`src/rtl/pipe_reg_chain.sv`:
```
// pipe_reg_chain: parametrised inter-stage pipeline registers with per-stage
// valid/regwrite, stall/flush/bubble control and two forwarding selects.

// One pipeline stage: flush > hold > bubble > load (reset applied in the flop).
module pipe_stage #(
    parameter int WIDTH = 100
) (
    input  logic             clk,
    input  logic             reset,
    input  logic             flush,
    input  logic             hold,
    input  logic             up_hold,
    input  logic [WIDTH-1:0] up_data,
    input  logic             up_valid,
    input  logic             up_regwrite,
    output logic [WIDTH-1:0] data,
    output logic             valid,
    output logic             regwrite
);
    logic [WIDTH-1:0] data_d, data_q;
    logic             valid_d, valid_q;
    logic             regwrite_d, regwrite_q;

    // Next-state selection for this stage.
    always_comb begin
        data_d     = data_q;
        valid_d    = valid_q;
        regwrite_d = regwrite_q;
        if (flush || (!hold && up_hold)) begin
            data_d     = '0;
            valid_d    = 1'b0;
            regwrite_d = 1'b0;
        end else if (!hold) begin
            data_d     = up_data;
            valid_d    = up_valid;
            regwrite_d = up_regwrite;
        end
    end

    // Stage flops with synchronous reset.
    always_ff @(posedge clk) begin
        if (reset) begin
            data_q     <= '0;
            valid_q    <= 1'b0;
            regwrite_q <= 1'b0;
        end else begin
            data_q     <= data_d;
            valid_q    <= valid_d;
            regwrite_q <= regwrite_d;
        end
    end

    assign data     = data_q;
    assign valid    = valid_q;
    assign regwrite = regwrite_q;
endmodule

module pipe_reg_chain #(
    parameter int WIDTH   = 100,
    parameter int STAGES  = 3,
    parameter int AW      = 4,
    parameter int WA_LSB  = 96,
    parameter int PC_ADDR = 15,
    parameter int SELW    = 4
) (
    input  logic                     clk,
    input  logic                     reset,
    input  logic [WIDTH-1:0]         in_data,
    input  logic                     in_valid,
    input  logic                     in_regwrite,
    input  logic [STAGES-1:0]        stall,
    input  logic [STAGES-1:0]        flush,
    input  logic [AW-1:0]            ra1,
    input  logic [AW-1:0]            ra2,
    output logic [STAGES*WIDTH-1:0]  stage_data,
    output logic [STAGES-1:0]        stage_valid,
    output logic [STAGES-1:0]        stage_regwrite,
    output logic [SELW-1:0]          fwd1,
    output logic [SELW-1:0]          fwd2,
    output logic                     in_ready
);
    logic [STAGES-1:0][WIDTH-1:0] data_s;
    logic [STAGES-1:0][WIDTH-1:0] up_data;
    logic [STAGES-1:0]            up_valid, up_regwrite, up_hold;
    logic [STAGES-1:0]            hold;

    // A stall anywhere downstream freezes every stage at or above it.
    always_comb begin
        hold = '0;
        hold[STAGES-1] = stall[STAGES-1];
        for (int k = STAGES - 2; k >= 0; k--)
            hold[k] = hold[k+1] | stall[k];
    end

    assign in_ready = ~hold[0];

    for (genvar g = 0; g < STAGES; g++) begin : g_stage
        if (g == 0) begin : g_head
            assign up_data[g]     = in_data;
            assign up_valid[g]    = in_valid;
            assign up_regwrite[g] = in_regwrite & in_valid;
            assign up_hold[g]     = 1'b0;
        end else begin : g_body
            assign up_data[g]     = data_s[g-1];
            assign up_valid[g]    = stage_valid[g-1];
            assign up_regwrite[g] = stage_regwrite[g-1];
            assign up_hold[g]     = hold[g-1];
        end

        pipe_stage #(.WIDTH(WIDTH)) u_stage (
            .clk         (clk),
            .reset       (reset),
            .flush       (flush[g]),
            .hold        (hold[g]),
            .up_hold     (up_hold[g]),
            .up_data     (up_data[g]),
            .up_valid    (up_valid[g]),
            .up_regwrite (up_regwrite[g]),
            .data        (data_s[g]),
            .valid       (stage_valid[g]),
            .regwrite    (stage_regwrite[g])
        );
    end

    assign stage_data = data_s;

    // Forward selects from registered state; scanning oldest to youngest lets the youngest win.
    always_comb begin
        fwd1 = '0;
        fwd2 = '0;
        for (int k = STAGES - 1; k >= 0; k--) begin
            if (stage_valid[k] && stage_regwrite[k]) begin
                if (data_s[k][WA_LSB +: AW] == ra1 && ra1 != AW'(PC_ADDR))
                    fwd1 = SELW'(k + 1);
                if (data_s[k][WA_LSB +: AW] == ra2 && ra2 != AW'(PC_ADDR))
                    fwd2 = SELW'(k + 1);
            end
        end
    end
endmodule

```
`config.mk`:
```
export PLATFORM = sky130hd
export DESIGN_NAME = pipe_reg_chain
export DESIGN_NICKNAME = d
export VERILOG_FILES = /design/src/rtl/pipe_reg_chain.sv
export SDC_FILE = /design/constraint.sdc
export NUM_CORES = 1
export LEC_CHECK = 0
export ABC_AREA = 1
export BUFFER_PORTS_ARGS = -buffer_cell sky130_fd_sc_hd__buf_2
export CAP_MARGIN = 20
export CORE_ASPECT_RATIO = 0.9
export CORE_MARGIN = 2
export CORE_UTILIZATION = 45
export DETAILED_ROUTE_END_ITERATION = 16
export GPL_TIMING_DRIVEN = 0
export PLACE_DENSITY = 0.8
export SETUP_SLACK_MARGIN = 0.4
export SLEW_MARGIN = 20
export SYNTH_ARGS = -nofsm -noshare
export SYNTH_HDL_FRONTEND = slang
export SYNTH_SLANG_ARGS = --single-unit
```
`constraint.sdc`:
```
create_clock -name clk -period 3.1 [get_ports clk]
set_input_delay 0.465 -clock clk [delete_from_list [all_inputs] [get_ports clk]]
set_output_delay 0.465 -clock clk [all_outputs]
set_load 0.01 [all_outputs]
```
==> flow_metrics.tcl <==
set metrics [dict create \
    rsz0062_at_grt "no" \
    dieArea_um2 27500 \
    hold_violations 0 \
    synth_cell_types 21 \
    clk_pin_slew_ns 0.07 \
    path_class "in2out" \
    dp_hpwl_mm 29.53 \
    crit_top_cell "buf_2" \
    wl_met2_mm 18.78 \
    drv_cap 0 \
    viasPerCell 4.899 \
    met3_length_mm 3.503 \
    clock_path_buffers 3 \
    synthToLayoutAreaGrowth_pct 30.27 \
    grt_pass1_wl_mm 59.97 \
    critPathBufInv 4 \
    cts.sinks 306 \
    slowest_delay_ns 0.34 \
    first_pass_iters 5 \
    placementRows 56 \
    arrival_ns 1.83 \
    timing.setup.tns_ns 0 \
    initialDrtViolationCount 746 \
    powerDensity_nw_per_um2 525.9 \
    setup_viol 0 \
    grt_overflow 0 \
    core_um2 25920 \
    switching_share_pct 23.25 \
    dpl_cell_area_um2 14370 \
    avgSynthCellArea_um2 7.036 \
    ir_worst_vdd_v 0.0004760 \
    switchingPower_mw 1.877 \
    synth_top_area_share_pct 51.98 \
    min_path_type "in2reg" \
    layout_min_cycle_time_ns 2.294 \
    leakage_nw 7.885 \
    wl_mm 39.87 \
    path_max_fanout 10 \
    cts_buffers 31 \
    vias 12276 \
    period_share_pct 74.00 \
    syn_inst 1675 \
    netlist_top_cells_area "dfxtp_1 52%, nand2_1 20%, a21oi_1 8.6%" \
    dp_cells 2453 \
    grtUsageTotal_pct 27.41 \
    final_area_um2 15350 \
    cts_resized 0 \
    ios 433 \
    slew_headroom_pct 27.14 \
    worst_slew_pin_slew_ns 1.093 \
    die_w_um 174.6 \
    critical-path-top-delay-family "buffers and inverters" \
    fin_nets 2256 \
    highest_layer "met4" \
    fin_skew_ns 0.004529 \
    run_status "completed" \
    drive_gt1_share_pct 25.50 \
    pwr-share-comb_pct 5.7 \
    wl_per_cell_um 15.91 \
    maxSlewViolCount 0 \
    cpMaxStageDelayCell "inv_2" \
    postCtsSetupRepairBufs 0 \
    cts_hold_buf 0 \
    path_cells "buf_4 -> nor2_8 -> nand2_4 -> inv_2 -> buf_2 -> buf_2" \
    start_util_pct 45.46 \
    clk_latency_ns 0.55 \
    place_congestion 0.9179 \
    h-tree-depth 1 \
    cp-end-kind "output pin" \
    ys_ff_latch 306 \
    max_freq_mhz 435.9 \
    clock_power_share_pct 45.1 \
    grt_max_degree 16 \
    ant_nets 0 \
    fp.dieH_um 157.5 \
    grt_pass1_vias 11266 \
    ys_seq_area_share_pct 51.98 \
    port-buffer-count 427 \
    final_common_cell "nand2_1" \
    p_int_mw 6.197 \
    crit_path_start_kind "input port" \
    cp.required_ns 2.63 \
    holdWs_ns 0.1505 \
    cts_tree "done" \
    cts.root.buffer_cell "clkbuf_16" \
    drc 0 \
    final_cell_mix "623 x nand2_1, 477 x buf_2, 306 x dfxtp_1, 202 x a21oi_1, 186 x inv_1" \
    fin_cells 2506 \
    seq_power_share_pct 49.2 \
    yosysWarnings 0 \
    syn_area_um2 11790 \
    synth_top_area_cell "dfxtp_1" \
    met1_length_mm 15.73 \
    grt_antenna_before_repair 1 \
    total_power_mw 8.074 \
]
## per-stage QoR
stage	setup slack (ns)	utilization, %
final	0.8061	59.22
after global placement	0.7482	55.42
after detailed placement	0.7672	55.42
after floorplan	1.477	-
after CTS	0.7532	59.21
after global routing	0.6994	59.22
## Yosys cell counts (all sizes together)
cell type / count
a211o: 1
a211oi: 5
a21oi: 202
buf: 65
clkbuf: 43
conb: 1
dfxtp: 306
inv: 194
nand2: 624
nand3: 6
nand4: 2
nor2: 160
o21ai: 65
or2: 1
## path summary, 6_finish.rpt
check	startpoint	end	slack (ns)	depth (start not counted)
worst min-delay path	in_data[81]	g_stage[0].u_stage.data[81]	0.15	3
worst min register to register	g_stage[2].u_stage.data[59]	g_stage[2].u_stage.data[59]	0.46	2
worst max register to register	g_stage[0].u_stage.data[96]	g_stage[0].u_stage.data[96]	2.23	2
worst max-delay path	stall[2]	in_ready	0.81	6
## worst min-delay path, delay by kind of cell
family                 cells  cell delay [ns]
buffers and inverters      1             0.09
AND/OR/NAND/NOR            1             0.05
AO/OA/AOI/OAI              1             0.05
## metal layers
metal | vias up | global-route usage (%)
met2 | 535 | 47.32
met5 | - | 0
met3 | 108 | 6.836
met1 | 5629 | 32.51
li1 | 6004 | -
met4 | 0 | 11.98
## power groups by stage
stage | clock [mW] | sequential (mW) | combinational [mW]
final | 3.64 | 3.97 | 0.462
after global routing | 3.83 | 3.97 | 0.508
after floorplan | 0 | 4.06 | 0.233
after global placement | 0 | 4.06 | 0.454
after detailed placement | 0 | 4.06 | 0.458
after CTS | 3.68 | 3.97 | 0.462
## kinds of logic (layout without fill, tap and decap cells)
group,count (synthesis),in the layout,share of synthesized area (%)
AOI/OAI and AO/OA,273,273,11.77
buffers and inverters,302,781,10.63
DFF,306,306,51.98
other,1,5,0.03182
and+or+nand+nor,793,793,25.59
## layout make-up
class                           count  area, um2
Clock buffer                       39      855.8
Sequential cell                   306       6126
Buffer                            108      524.3
Tap cell                          348      435.4
Inverter                          194      728.2
Clock inverter                     13      125.1
Timing Repair Buffer              427       2137
Fill cell                        2425      10570
Multi-Input combinational cell   1070       4418
Antenna cell                        1      2.502
## flip-flops by register name, indices dropped and copies added (netlist names)
name,cells
g_stage.u_stage.data,300
g_stage.u_stage.regwrite,3
g_stage.u_stage.valid,3
Power figures use the tool's default switching activity.
